## src/rtl/sfg_pkg.sv

```systemverilog
// Shared constants, mode codes, FSM states and frame indexing for the scroll frame engine.
// Latency: n/a (types, constants and a pure function only).
// Backpressure: n/a.
package sfg_pkg;

    localparam int ROWS    = 5;
    localparam int COLS    = 7;
    localparam int FRAME_W = ROWS * COLS;

    localparam logic [1:0] MODE_PAUSE   = 2'b00;
    localparam logic [1:0] MODE_LEFT    = 2'b01;
    localparam logic [1:0] MODE_RIGHT   = 2'b10;
    localparam logic [1:0] MODE_RESTART = 2'b11;

    typedef enum logic {
        LOAD = 1'b0,
        RUN  = 1'b1
    } state_t;

    // Bit position of the LED at zero-based row r, column c in the flat frame.
    function automatic int fidx(input int r, input int c);
        return r * COLS + c;
    endfunction

endpackage

```

## src/rtl/msg_col_rom.sv

```systemverilog
// Message column ROM: maps a message index to the 5 LED bits of that column (bit r = row r+1).
// Latency: purely combinational, no registers.
// Backpressure: none; the output is valid for whatever index is presented.
module msg_col_rom #(
    parameter int MSG_LEN  = 24,
    parameter int ROM_TEST = 0
) (
    input  logic [$clog2(MSG_LEN)-1:0] idx,
    output logic [4:0]                 col
);

    logic [31:0] iv;

    assign iv = 32'(idx);

    // Test content is a ramp of the index; production content spells "HELO" with blank separators.
    always_comb begin
        col = 5'h00;
        if (ROM_TEST != 0) begin
            col = 5'(iv % 32);
        end else begin
            case (iv)
                1:       col = 5'h1F;
                2:       col = 5'h04;
                3:       col = 5'h04;
                4:       col = 5'h04;
                5:       col = 5'h1F;
                7:       col = 5'h1F;
                8:       col = 5'h15;
                9:       col = 5'h15;
                10:      col = 5'h15;
                11:      col = 5'h11;
                13:      col = 5'h1F;
                14:      col = 5'h10;
                15:      col = 5'h10;
                16:      col = 5'h10;
                17:      col = 5'h10;
                19:      col = 5'h0E;
                20:      col = 5'h11;
                21:      col = 5'h11;
                22:      col = 5'h11;
                23:      col = 5'h0E;
                default: col = 5'h00;
            endcase
        end
    end

endmodule

```

## src/rtl/scroll_frame_gen.sv

```systemverilog
// Scrolling message frame engine: keeps a 7-column window into the message ROM, scrolled by the mode switches.
// Latency: full frame valid 7 edges after reset/restart; a switch change acts on the 3rd edge; shifts every DIV cycles.
// Backpressure: none; the scan driver samples frame continuously and frame_upd flags each change.
module scroll_frame_gen
    import sfg_pkg::*;
#(
    parameter int DIV      = 10,
    parameter int MSG_LEN  = 24,
    parameter int ROM_TEST = 0
) (
    input  logic                       CLK,
    input  logic                       RST,
    input  logic                       ch0,
    input  logic                       ch1,
    output logic [FRAME_W-1:0]         frame,
    output logic                       frame_valid,
    output logic                       frame_upd,
    output logic [$clog2(MSG_LEN)-1:0] pos
);

    localparam int PW = $clog2(MSG_LEN);
    localparam int CW = $clog2(DIV);

    // Two-flop synchronizer plus one history flop for restart edge detection.
    logic [1:0] sync_q1;
    logic [1:0] mode_s;
    logic [1:0] mode_prev;
    logic       restart_entry;

    state_t                         state_q, state_d;
    logic [2:0]                     k_q, k_d;
    logic [PW-1:0]                  pos_q, pos_d;
    logic [CW-1:0]                  cnt_q, cnt_d;
    logic [COLS-1:0][ROWS-1:0]      cols_q, cols_d;
    logic                           valid_q, valid_d;
    logic                           upd_q, upd_d;

    logic          tick;
    logic [PW-1:0] pos_inc;
    logic [PW-1:0] pos_dec;
    logic [PW-1:0] rom_idx;
    logic [4:0]    rom_col;

    // (a + b) mod MSG_LEN; a < MSG_LEN and b <= 7 < MSG_LEN, so one subtract suffices.
    function automatic logic [PW-1:0] wrap_add(input logic [PW-1:0] a, input logic [2:0] b);
        int s;
        s = int'(a) + int'(b);
        if (s >= MSG_LEN) begin
            s = s - MSG_LEN;
        end
        return PW'(s);
    endfunction

    assign restart_entry = (mode_s == MODE_RESTART) && (mode_prev != MODE_RESTART);
    assign tick          = (state_q == RUN) && (cnt_q == CW'(DIV - 1));
    assign pos_inc       = wrap_add(pos_q, 3'd1);
    assign pos_dec       = (pos_q == '0) ? PW'(MSG_LEN - 1) : pos_q - 1'b1;

    // One ROM port serves every write: load column k, new right column on LEFT, new left column on RIGHT.
    always_comb begin
        rom_idx = wrap_add(pos_q, k_q);
        if (state_q == RUN) begin
            if (mode_s == MODE_LEFT) begin
                rom_idx = wrap_add(pos_q, 3'd7);
            end else begin
                rom_idx = pos_dec;
            end
        end
    end

    msg_col_rom #(
        .MSG_LEN  (MSG_LEN),
        .ROM_TEST (ROM_TEST)
    ) u_rom (
        .idx (rom_idx),
        .col (rom_col)
    );

    // Mode synchronizer and restart history.
    always_ff @(posedge CLK) begin
        if (RST) begin
            sync_q1   <= 2'b00;
            mode_s    <= 2'b00;
            mode_prev <= 2'b00;
        end else begin
            sync_q1   <= {ch1, ch0};
            mode_s    <= sync_q1;
            mode_prev <= mode_s;
        end
    end

    // Next-state: restart beats tick; LOAD fills one column per cycle, RUN shifts on tick.
    always_comb begin
        state_d = state_q;
        k_d     = k_q;
        pos_d   = pos_q;
        cnt_d   = cnt_q;
        cols_d  = cols_q;
        valid_d = valid_q;
        upd_d   = 1'b0;
        if (restart_entry) begin
            state_d = LOAD;
            k_d     = 3'd0;
            pos_d   = '0;
            cnt_d   = '0;
            valid_d = 1'b0;
        end else begin
            case (state_q)
                LOAD: begin
                    cols_d[k_q] = rom_col;
                    cnt_d       = '0;
                    valid_d     = 1'b0;
                    if (k_q == 3'd6) begin
                        state_d = RUN;
                        k_d     = 3'd0;
                        valid_d = 1'b1;
                        upd_d   = 1'b1;
                    end else begin
                        k_d = k_q + 3'd1;
                    end
                end
                RUN: begin
                    cnt_d = tick ? '0 : cnt_q + 1'b1;
                    if (tick) begin
                        if (mode_s == MODE_LEFT) begin
                            pos_d = pos_inc;
                            for (int c = 0; c < COLS - 1; c++) begin
                                cols_d[c] = cols_q[c+1];
                            end
                            cols_d[COLS-1] = rom_col;
                            upd_d          = 1'b1;
                        end else if (mode_s == MODE_RIGHT) begin
                            pos_d = pos_dec;
                            for (int c = 1; c < COLS; c++) begin
                                cols_d[c] = cols_q[c-1];
                            end
                            cols_d[0] = rom_col;
                            upd_d     = 1'b1;
                        end
                    end
                end
                default: begin
                    state_d = LOAD;
                    k_d     = 3'd0;
                end
            endcase
        end
    end

    // State and datapath registers.
    always_ff @(posedge CLK) begin
        if (RST) begin
            state_q <= LOAD;
            k_q     <= 3'd0;
            pos_q   <= '0;
            cnt_q   <= '0;
            cols_q  <= '0;
            valid_q <= 1'b0;
            upd_q   <= 1'b0;
        end else begin
            state_q <= state_d;
            k_q     <= k_d;
            pos_q   <= pos_d;
            cnt_q   <= cnt_d;
            cols_q  <= cols_d;
            valid_q <= valid_d;
            upd_q   <= upd_d;
        end
    end

    // Flatten the column store into row-major frame order.
    always_comb begin
        frame = '0;
        for (int r = 0; r < ROWS; r++) begin
            for (int c = 0; c < COLS; c++) begin
                frame[fidx(r, c)] = cols_q[c][r];
            end
        end
    end

    assign frame_valid = valid_q;
    assign frame_upd   = upd_q;
    assign pos         = pos_q;

endmodule

```

## config.mk

```make
export PLATFORM = sky130hd
export DESIGN_NAME = scroll_frame_gen
export DESIGN_NICKNAME = d
export VERILOG_FILES = /design/src/rtl/sfg_pkg.sv /design/src/rtl/msg_col_rom.sv /design/src/rtl/scroll_frame_gen.sv
export SDC_FILE = /design/constraint.sdc
export NUM_CORES = 1
export LEC_CHECK = 0
export CAP_MARGIN = 20
export CELL_PAD_IN_SITES_DETAIL_PLACEMENT = 0
export CELL_PAD_IN_SITES_GLOBAL_PLACEMENT = 2
export CORE_MARGIN = 2
export CORE_UTILIZATION = 34
export DETAILED_ROUTE_END_ITERATION = 12
export PLACE_DENSITY = 0.87
export SLEW_MARGIN = 10
export SYNTH_ARGS = -nofsm -noshare
export SYNTH_HDL_FRONTEND = slang
export SYNTH_SLANG_ARGS = --single-unit
```

## constraint.sdc

```tcl
create_clock -name CLK -period 4.3 [get_ports CLK]
set_input_delay 0.86 -clock CLK [delete_from_list [all_inputs] [get_ports CLK]]
set_output_delay 0.86 -clock CLK [all_outputs]
set_load 0.03 [all_outputs]
```

[After elaboration in Yosys (flattened, before gate mapping)]
Memories as Yosys holds them, arrays and structs flattened.
Index checks and enable logic that the tools add are counted.
Storage, ports and cells
  memories: 1
  bits of input ports: 4
  output and inout bits: 42
  bits in read-only memories: 160
  flip-flop bits (word level): 56
  logic and storage cells: 73
Memory list
  (name not given): depth 32, bits a word 5, rd ports 1, clocked after Yosys merged registers in 0, wr ports 0, line msg_col_rom.sv:22  | case (iv)
Operators by class
  order comparisons: 5
  add/subtract/negate cells: 9
  equal/unequal tests: 8
  bitwise operators: 2
  reduce and logical (&&, ||, !) cells: 8
  multiplexer cells: 24
Operators by type and width (count)
  $mux W35: 3
  $pmux W35 S2: 1
  $mux W5: 9
  $bwmux W35: 1
  $ge A6 B5 Y1 const B: 3
  $demux W5 S3: 1
  $sub A5 B5 Y5 const B: 3
  $pmux W4 S2: 1
  $add A5 B1 Y6 const B: 1
  $add A5 B3 Y6: 1
  $add A5 B3 Y6 const B: 1
  $reduce_and A3 Y1: 2
  $logic_not A5 Y1: 1
  $mux W1: 5
  $sub A5 B1 Y5 const B: 1
  $add A4 B1 Y4 const B: 1
  $eq A2 B2 Y1 const B: 2
  $eq A4 B4 Y1 const B: 1
  $lt A3 B4 Y1 const B: 1
  $mux W4: 1
  $add A3 B1 Y3 const B: 1
  $eq A3 B3 Y1 const B: 1
  $ge A3 B1 Y1 const B: 1
  $logic_and A1 B1 Y1: 3
  9 further kinds: 10

[Depth between registers and ports, before layout]
Gate-level depths: netlist (run 1).
An unclocked memory read counts as a cell.
  depth after elaboration: 10
  depth in mapped cells: 11
  mapped depth without buffers: 11

[Modules after synthesis]
A second synthesis (run 1) with hierarchy kept.
Second synthesis, totals
  cells, all modules: 445
  area, all modules: 3694.8 um2
Modules (own cells, without submodules)
  scroll_frame_gen: seq. area each 1121.1 um2, area an instance 3533.4 um2, times used 1, cells each 418
  msg_col_rom: seq. area each 0.0 um2, area an instance 161.4 um2, times used 1, cells each 27

[Worst setup path after synthesis (run 1)]
OpenSTA, ideal clock, no wires.
  path kind: register to register
  start point: register pos_q[0], in the netlist pos[0]
  end point: register cols_q (netlist bit frame[23])
  path buffers: 0
  period minus slack after synthesis: 2.959 ns
  stages on the path, launching flop included: 12
  data required time: 4.178 ns
  arrival time: 2.838 ns
  setup slack: 1.341 ns
  library setup time: 0.122 ns
  cell sequence: dfxtp_1 ha_1 inv_1 fa_1 and4b_1 a21o_1 a31oi_1 a22oi_2 mux2i_1 o31ai_4 and4_1 a221o_1
On the way
  longest elaborated chain between the ends: 8
  elaborated cells on any way between the ends: 16
  classes of those cells: add/sub (5); order compare (2); mux (7); reduce/logical (1); memory (1)
RTL lines
  from (decl): line scroll_frame_gen.sv:32  | logic [PW-1:0] pos_q, pos_d;
  from (signal assigned): line scroll_frame_gen.sv:163  | pos_q <= pos_d;
  $add A5 B3 Y6: line scroll_frame_gen.sv:47  | s = int'(a) + int'(b);
  $sub A5 B5 Y5 / $ge A6 B5 Y1 (equally long branches): line scroll_frame_gen.sv:49, scroll_frame_gen.sv:48
  $mux W5: line scroll_frame_gen.sv:48  | if (s >= MSG_LEN) begin
  $mux W5: line scroll_frame_gen.sv:63  | if (mode_s == MODE_LEFT) begin
  $mux W5 *: line scroll_frame_gen.sv:62  | if (state_q == RUN) begin
  $mem_v2 Z32 W5 *
  $bwmux W35 *: line scroll_frame_gen.sv:110  | cols_d[k_q] = rom_col;
  $pmux W35 S2 *: line scroll_frame_gen.sv:108  | case (state_q)
  to (signal assigned): line scroll_frame_gen.sv:165  | cols_q <= cols_d;
  to (decl): line scroll_frame_gen.sv:34  | logic [COLS-1:0][ROWS-1:0] cols_q, cols_d;
Every way passes the cells marked *; elsewhere a longest branch is shown, timed or not.
A chain may end at the register's enable or synchronous reset.

[Worst setup path in the final report (run 1)]
  start point: register k_q[0]
  end point: register cols_q (netlist bit frame[2])
On the way
  longest elaborated chain between the ends: 7
  elaborated cells on any way between the ends: 13
  classes of those cells: add/sub (2); order compare (3); mux (6); reduce/logical (1); memory (1)
RTL lines
  from (decl): line scroll_frame_gen.sv:31  | logic [2:0] k_q, k_d;
  from (signal assigned): line scroll_frame_gen.sv:162  | k_q <= k_d;
  $add A5 B3 Y6: line scroll_frame_gen.sv:47
  $sub A5 B5 Y5 / $ge A6 B5 Y1 (equally long branches): line scroll_frame_gen.sv:49, scroll_frame_gen.sv:48
  $mux W5: line scroll_frame_gen.sv:48
  $mux W5: line scroll_frame_gen.sv:62
  $mem_v2 Z32 W5
  $bwmux W35 *: line scroll_frame_gen.sv:110
  $pmux W35 S2 *: line scroll_frame_gen.sv:108
Marks and branches as above.

==> metrics.txt, run 1 <==
outcome=finished, final reports clean; Seq pwr share=between 50% and 60%; Post-Syn Instances=approximately 440; sequential area share after synthesis=31.4%; largest net degree at the start of global routing=28; Slowest-stage cell, CP=dfxtp_1; switch share=about a third; Finished Layout Cells=roughly 600; crit end category=flip-flop; placer congestion estimate=between 0.7 and 0.8; mapped cell area=between 3000 and 4000 um2; post-CTS setup buffer count=0; clk root buf=clkbuf_8; Via density=5.41; WP data arrival=3.31 ns; Worst Skew=0.0132 ns; # hold bufs at CTS=0; Slowest Stage Delay on Critical Path=~0.56 ns; post-DP HPWL=approximately 7400 um; main flop type after synthesis=dfxtp_1; CP required=around 4.5 ns; post-synth top area share=31.4%; number of synthesized flops with an enable pin=0; Seq cells post-synth=56; Starting Density=34.8%; crit start category=flip-flop; global-route wire length before repair=~17000 um; CP bufs+invs=1; num ports=46; WL/cell=about 16 um; final worst setup slack=1.18 ns; max-slew violations=0; FFs w/ async S/R, synth=0%; worst vdd ir=roughly 0.12 mV; die area=about 11000 um2; PD cells=~270 nW/um2; Die Y=roughly 110 um; CP cell instances=ha_1, inv_1, fa_1, and4b_1, a21o_1, a31oi_1, a22o_1, or4_1, o211ai_1, nor2_1, o221ai_1; cell with the most instances after synthesis=dfxtp_1; gr usage total=between 15 and 20%; Residual DRC=0; YS warnings=0; cell row count=37; Worst-Skew Late Latency=approximately 0.32 ns; core area=roughly 10000 um2; max_slew headroom=between 40% and 50%; Clock power frac=between 20 and 30%; top post-synthesis cells by area=dfxtp_1 31%, mux2_2 5.4%, o21ai_0 5.2%, nand2_1 4.7%, nor2_1 4.5%; initial antenna violation count=0; share of layout cells above drive strength 1=approximately a tenth; max cap viols=0; placed cell count=600; Final Hold Fails=0; CTS Buf Count=5; maximum clock insertion buffer count=2; area growth from synthesis to layout=18.3%; drt total wl=about 10000 um; Fin Setup TNS=0 ns; RSZ-0062 raised after global routing=false; number of port buffers=between 40 and 50; crit-path leading delay family=compound AO/OA/AOI/OAI gates; leading area contributor after synthesis=dfxtp_1; Mapped Nets=approximately 460; vias in the first global route=3148; Place WS=approximately 1.2 ns; vias post-DR=between 3000 and 4000; P_int=a little under 0.0008 W; Pre-antenna DRT Iters=4; Hold Crit Class=flip-flop to flip-flop; detailed router's first-iteration violation count=between 150 and 200; Distinct cells, synth=67; Final nets=around 500; final period utilization=between 70% and 80%; Least-Margin Pin Slew=around 0.8 ns; antenna-violating nets left=0; H-tree Lvls=2; Pleak=roughly 1.5 nW; P_sw=0.000362 W; Critical Path Fanout Max=11; # setup viols final=0; CTS Sinks=between 50 and 60; CTS clock-pin slew for the worst setup and hold paths=around 0.10 ns; CTS tree=yes; GRT overflow=0; post-layout min period=about 3.1 ns; post-synthesis area per instance=slightly above 8 um2; logic gate share of total power=22.1%; post-CTS sizing=0; Die W=107 um; f_max=around 320 MHz; CP Class=flip-flop to flip-flop; Commonest cells post-synth=56 x dfxtp_1, 45 x nand2_1, 43 x nor2_1, 37 x o21ai_0, 26 x a21oi_1; Inserted Diodes=0
[area by class of cell]
| type | instances | area, um2 |
|---|---|---|
| multi-input cells | 343 | 2290 |
| clock inverters | 2 | 13.8 |
| flip-flops and latches | 56 | 1120 |
| fillers | 1063 | 6050 |
| clock buffers | 6 | 82.6 |
| repair buffers | 51 | 495 |
| well taps | 136 | 170 |
| inverters | 14 | 52.6 |
[metal layers]
| metal | wire length [um] | track usage (%) | vias up |
|---|---|---|---|
| li1 | - | - | 1671 |
| met1 | 4930 | 25.4 | 1556 |
| met2 | 4690 | 28.9 | 58 |
| met3 | 301 | 1.90 | 6 |
| met4 | 94 | 4.45 | 0 |
| met5 | 0 | 0 | - |
[cell usage in the layout (no fill, tap or decap), types with 8 or more instances in the layout]
cell type        netlist  routed
nand2_1               45      45
nand2b_1               9       9
mux2_2                17      17
mux2i_1               12      12
inv_1                 14      14
nor2b_1                8       8
nand3_1               15      15
o211ai_1               8       8
ha_1                  12      11
a21oi_1               26      26
nor2_1                43      43
o21ai_0               37      37
a31oi_1               14      14
dfxtp_1               56      56
clkdlybuf4s50_1        0      45
[cells by family after synthesis]
group | count (synthesis) | synth area share, %
AND/OR/NAND/NOR | 157 | 22.8
buffers and inverters | 42 | 4.59
multiplexers | 29 | 8.72
AO/OA/AOI/OAI | 137 | 26.1
flip-flops | 56 | 31.4
XOR/XNOR | 7 | 1.72
adder cells (fa/ha/maj) | 13 | 4.76
[worst reg2reg max path: cells and delay by family, from the launching register on]
family,cells,cell delay [ns]
AOI/OAI and AO/OA,5,1.00
DFF,1,0.56
buffers and inverters,1,0.06
and+or+nand+nor,3,0.71
adders and majority gates,2,0.68
[metrics by stage]
stage	util (%)	hold slack [ns]	total power, W	instance area (um2)
final	41.1	0.447	0.00113	4230
after global routing	41.1	0.459	0.00119	4230
after global placement	40.2	0.419	0.000831	4130
after detailed placement	40.2	0.423	0.000830	4130
after floorplan	-	0.414	0.000744	3570
after CTS	41.1	0.448	0.00114	4230
[worst paths after layout]
kind	start	end	slack (ns)	cells past startpoint
setup reg to reg	k_q[0]	frame[2]	1.18	11
hold reg to reg	sync_q1[0]	mode_s[0]	0.45	1
hold / removal	sync_q1[0]	mode_s[0]	0.45	1
setup / recovery	k_q[0]	frame[2]	1.18	11
[power by group through the flow]
| stage | sequential, W | clock (W) | combinational (W) |
|---|---|---|---|
| 2_1_floorplan | 0.000603 | 0 | 0.000140 |
| 3_3_place_gp | 0.000583 | 0 | 0.000248 |
| 3_5_place_dp | 0.000583 | 0 | 0.000248 |
| 4_1_cts | 0.000571 | 0.000323 | 0.000249 |
| 5_1_grt | 0.000574 | 0.000340 | 0.000272 |
| 6_report | 0.000571 | 0.000311 | 0.000250 |
[registers in the layout (all words and copies together), names as in the netlist, 2 cells and up]
name	count
cnt_q	4
frame	35
k_q	3
mode_prev	2
mode_s	2
pos	5
sync_q1	2
No activity file was read; power rests on OpenSTA's default activity.
==> inputs of run 2 (changes only) <==
--- a/config.mk
+++ b/config.mk
@@ -9,9 +9,9 @@
 export CELL_PAD_IN_SITES_DETAIL_PLACEMENT = 0
 export CELL_PAD_IN_SITES_GLOBAL_PLACEMENT = 2
 export CORE_MARGIN = 2
-export CORE_UTILIZATION = 34
+export CORE_UTILIZATION = 33
 export DETAILED_ROUTE_END_ITERATION = 12
-export PLACE_DENSITY = 0.87
+export PLACE_DENSITY = 0.85
 export SLEW_MARGIN = 10
 export SYNTH_ARGS = -nofsm -noshare
 export SYNTH_HDL_FRONTEND = slang
==> constraint.sdc (replaced) <==
create_clock -name CLK -period 3.25 [get_ports CLK]
set_input_delay 0.65 -clock CLK [delete_from_list [all_inputs] [get_ports CLK]]
set_output_delay 0.65 -clock CLK [all_outputs]
set_load 0.03 [all_outputs]
==> run 2 against run 1 <==
First-iteration DRC count increased by 33%; clock skew increased by 0.0030 ns; clock power increased by 41%; die area increased by 2.9%; register-to-register slack got worse by 0.86 ns; hold slack about the same; fmax increased by 6.4%; via count increased by 3.4%; final cell count increased by 2.3%; sequential power increased by 32%; critical endpoint is now frame[23]; setup slack got worse by 0.86 ns; critical path type unchanged.
==> metrics.txt, run 2 (synthesized netlist as in run 1, its figures left out) <==
outcome=finished, final reports clean; commonest non-fill, non-tap cells in the layout=54 x dfxtp_1, 45 x nand2_1, 45 x clkdlybuf4s50_1; crit start category=flip-flop; num ports=46; commonest non-fill, non-tap cell in the layout=dfxtp_1; f_max=about 340 MHz; Slowest Stage Delay on Critical Path=0.45 ns; max FFs per register=35; Die Y=108 um; # hold bufs at CTS=0; WP data arrival=about 3.2 ns; cell row count=37; initial antenna violation count=0; Worst Skew=0.0162 ns; post-DP HPWL=about 7500 um; Critical Path Fanout Max=9; Pleak=1.58 nW; area growth from synthesis to layout=22.2%; placer congestion estimate=0.801; core area=around 10000 um2; antenna-violating nets left=0; CTS Sinks=56; CTS tree=yes; CP Class=flip-flop to flip-flop; global-route wire length before repair=about 17000 um; CP required=around 3.5 ns; worst hold slack=between 0.4 and 0.5 ns; final period utilization=between 90% and 100%; CTS Buf Count=5; Via density=around 5.5; Residual DRC=0; Worst-Skew Late Latency=~0.33 ns; Fin Setup TNS=0 ns; number of port buffers=45; WL/cell=16.6 um; max_slew headroom=approximately 54%; design area=between 4000 and 5000 um2; maximum clock insertion buffer count=2; Design Power=around 0.0015 W; Place WS=roughly 0.16 ns; post-layout min period=2.94 ns; CP cell instances=ha_1, inv_1, fa_1, and4b_1, a21o_1, a31oi_1, a22oi_2, mux2i_1, o31ai_4, buf_12, and4_1, a221o_1; CTS clock-pin slew for the worst setup and hold paths=around 0.11 ns; PD cells=approximately 350 nW/um2; clk root buf=clkbuf_8; detailed router's first-iteration violation count=between 200 and 250; RSZ-0062 raised after global routing=false; max cap viols=0; Hold Crit Class=flip-flop to flip-flop; Starting Density=roughly a third; Slowest-stage cell, CP=dfxtp_1; drt total wl=a little over 10000 um; crit-path leading delay family=compound AO/OA/AOI/OAI gates; share of layout cells above drive strength 1=~13%; final worst setup slack=around 0.31 ns; Die W=approximately 110 um; CP bufs+invs=2; Inserted Diodes=0; gr usage total=a little under a fifth; vias in the first global route=around 3200; # setup viols final=0; max-slew violations=0; Pre-antenna DRT Iters=5; die area=roughly 12000 um2; crit end category=flip-flop; placed cell area=roughly 4200 um2; H-tree Lvls=2; largest net degree at the start of global routing=40; Final Hold Fails=0; vias post-DR=~3400; worst vdd ir=approximately 0.18 mV; Final nets=502; GRT overflow=0; Least-Margin Pin Slew=just under 0.7 ns
[run 2: cell count changes in the layout (fill, tap and decap cells not counted), sizes merged]
cell / change
buf: +14
clkinv: -1
clkinvlp: +1
[run 2: worst reg2reg max path, stage by stage, from the launching register on]
cell,delay (ns)
dfxtp_1,0.45
ha_1,0.21
inv_1,0.06
fa_1,0.43
and4b_1,0.20
a21o_1,0.15
a31oi_1,0.24
a22oi_2,0.12
mux2i_1,0.28
o31ai_4,0.09
buf_12,0.17
and4_1,0.18
a221o_1,0.26
[run 2: cell type report]
cell class / instances / area, um2
clock buffer: 6 / 82.6
tap: 136 / 170
clock inverter: 2 / 18.8
fill: 1073 / 6050
multi-input combinational: 343 / 2290
inverter: 14 / 52.6
sequential: 56 / 1120
timing repair buffer: 65 / 626
[run 2: per-layer routing]
layer / wire length [um] / part of all wire (%) / up-vias / track usage [%]
met1: 5120 / 50 / 1635 / 26.3
met3: 333 / 3.2 / 7 / 2.23
met5: 0 / 0 / - / 0
met2: 4750 / 46 / 59 / 28.6
li1: - / - / 1703 / -
met4: 86 / 0.84 / 0 / 4.12
[run 2: through the flow]
step	std cells	util, %
floorplan	441	-
global placement	613	40.7
detailed placement	613	40.7
CTS	621	41.7
global route	622	41.9
finish	622	41.9
[run 2: power breakdown]
part / switching, W / internal, W
sequential: 0.0000354 / 0.000717
combinational: 0.000211 / 0.000142
clock: 0.000260 / 0.000179
total: 0.000506 / 0.00104
[run 2: what timing repair did]
item,in CTS,in global routing
resized for setup,0,4
setup buffers,0,1
setup endpoints to repair,0,20
[run 2: path summary, 6_finish.rpt]
kind	endpoint	cells after the start	slack [ns]	from
worst max-delay path	frame[23]	12	0.31	pos[0]
worst min-delay path	mode_s[1]	1	0.45	sync_q1[1]
worst max register to register	frame[23]	12	0.31	pos[0]
worst min register to register	mode_s[1]	1	0.45	sync_q1[1]
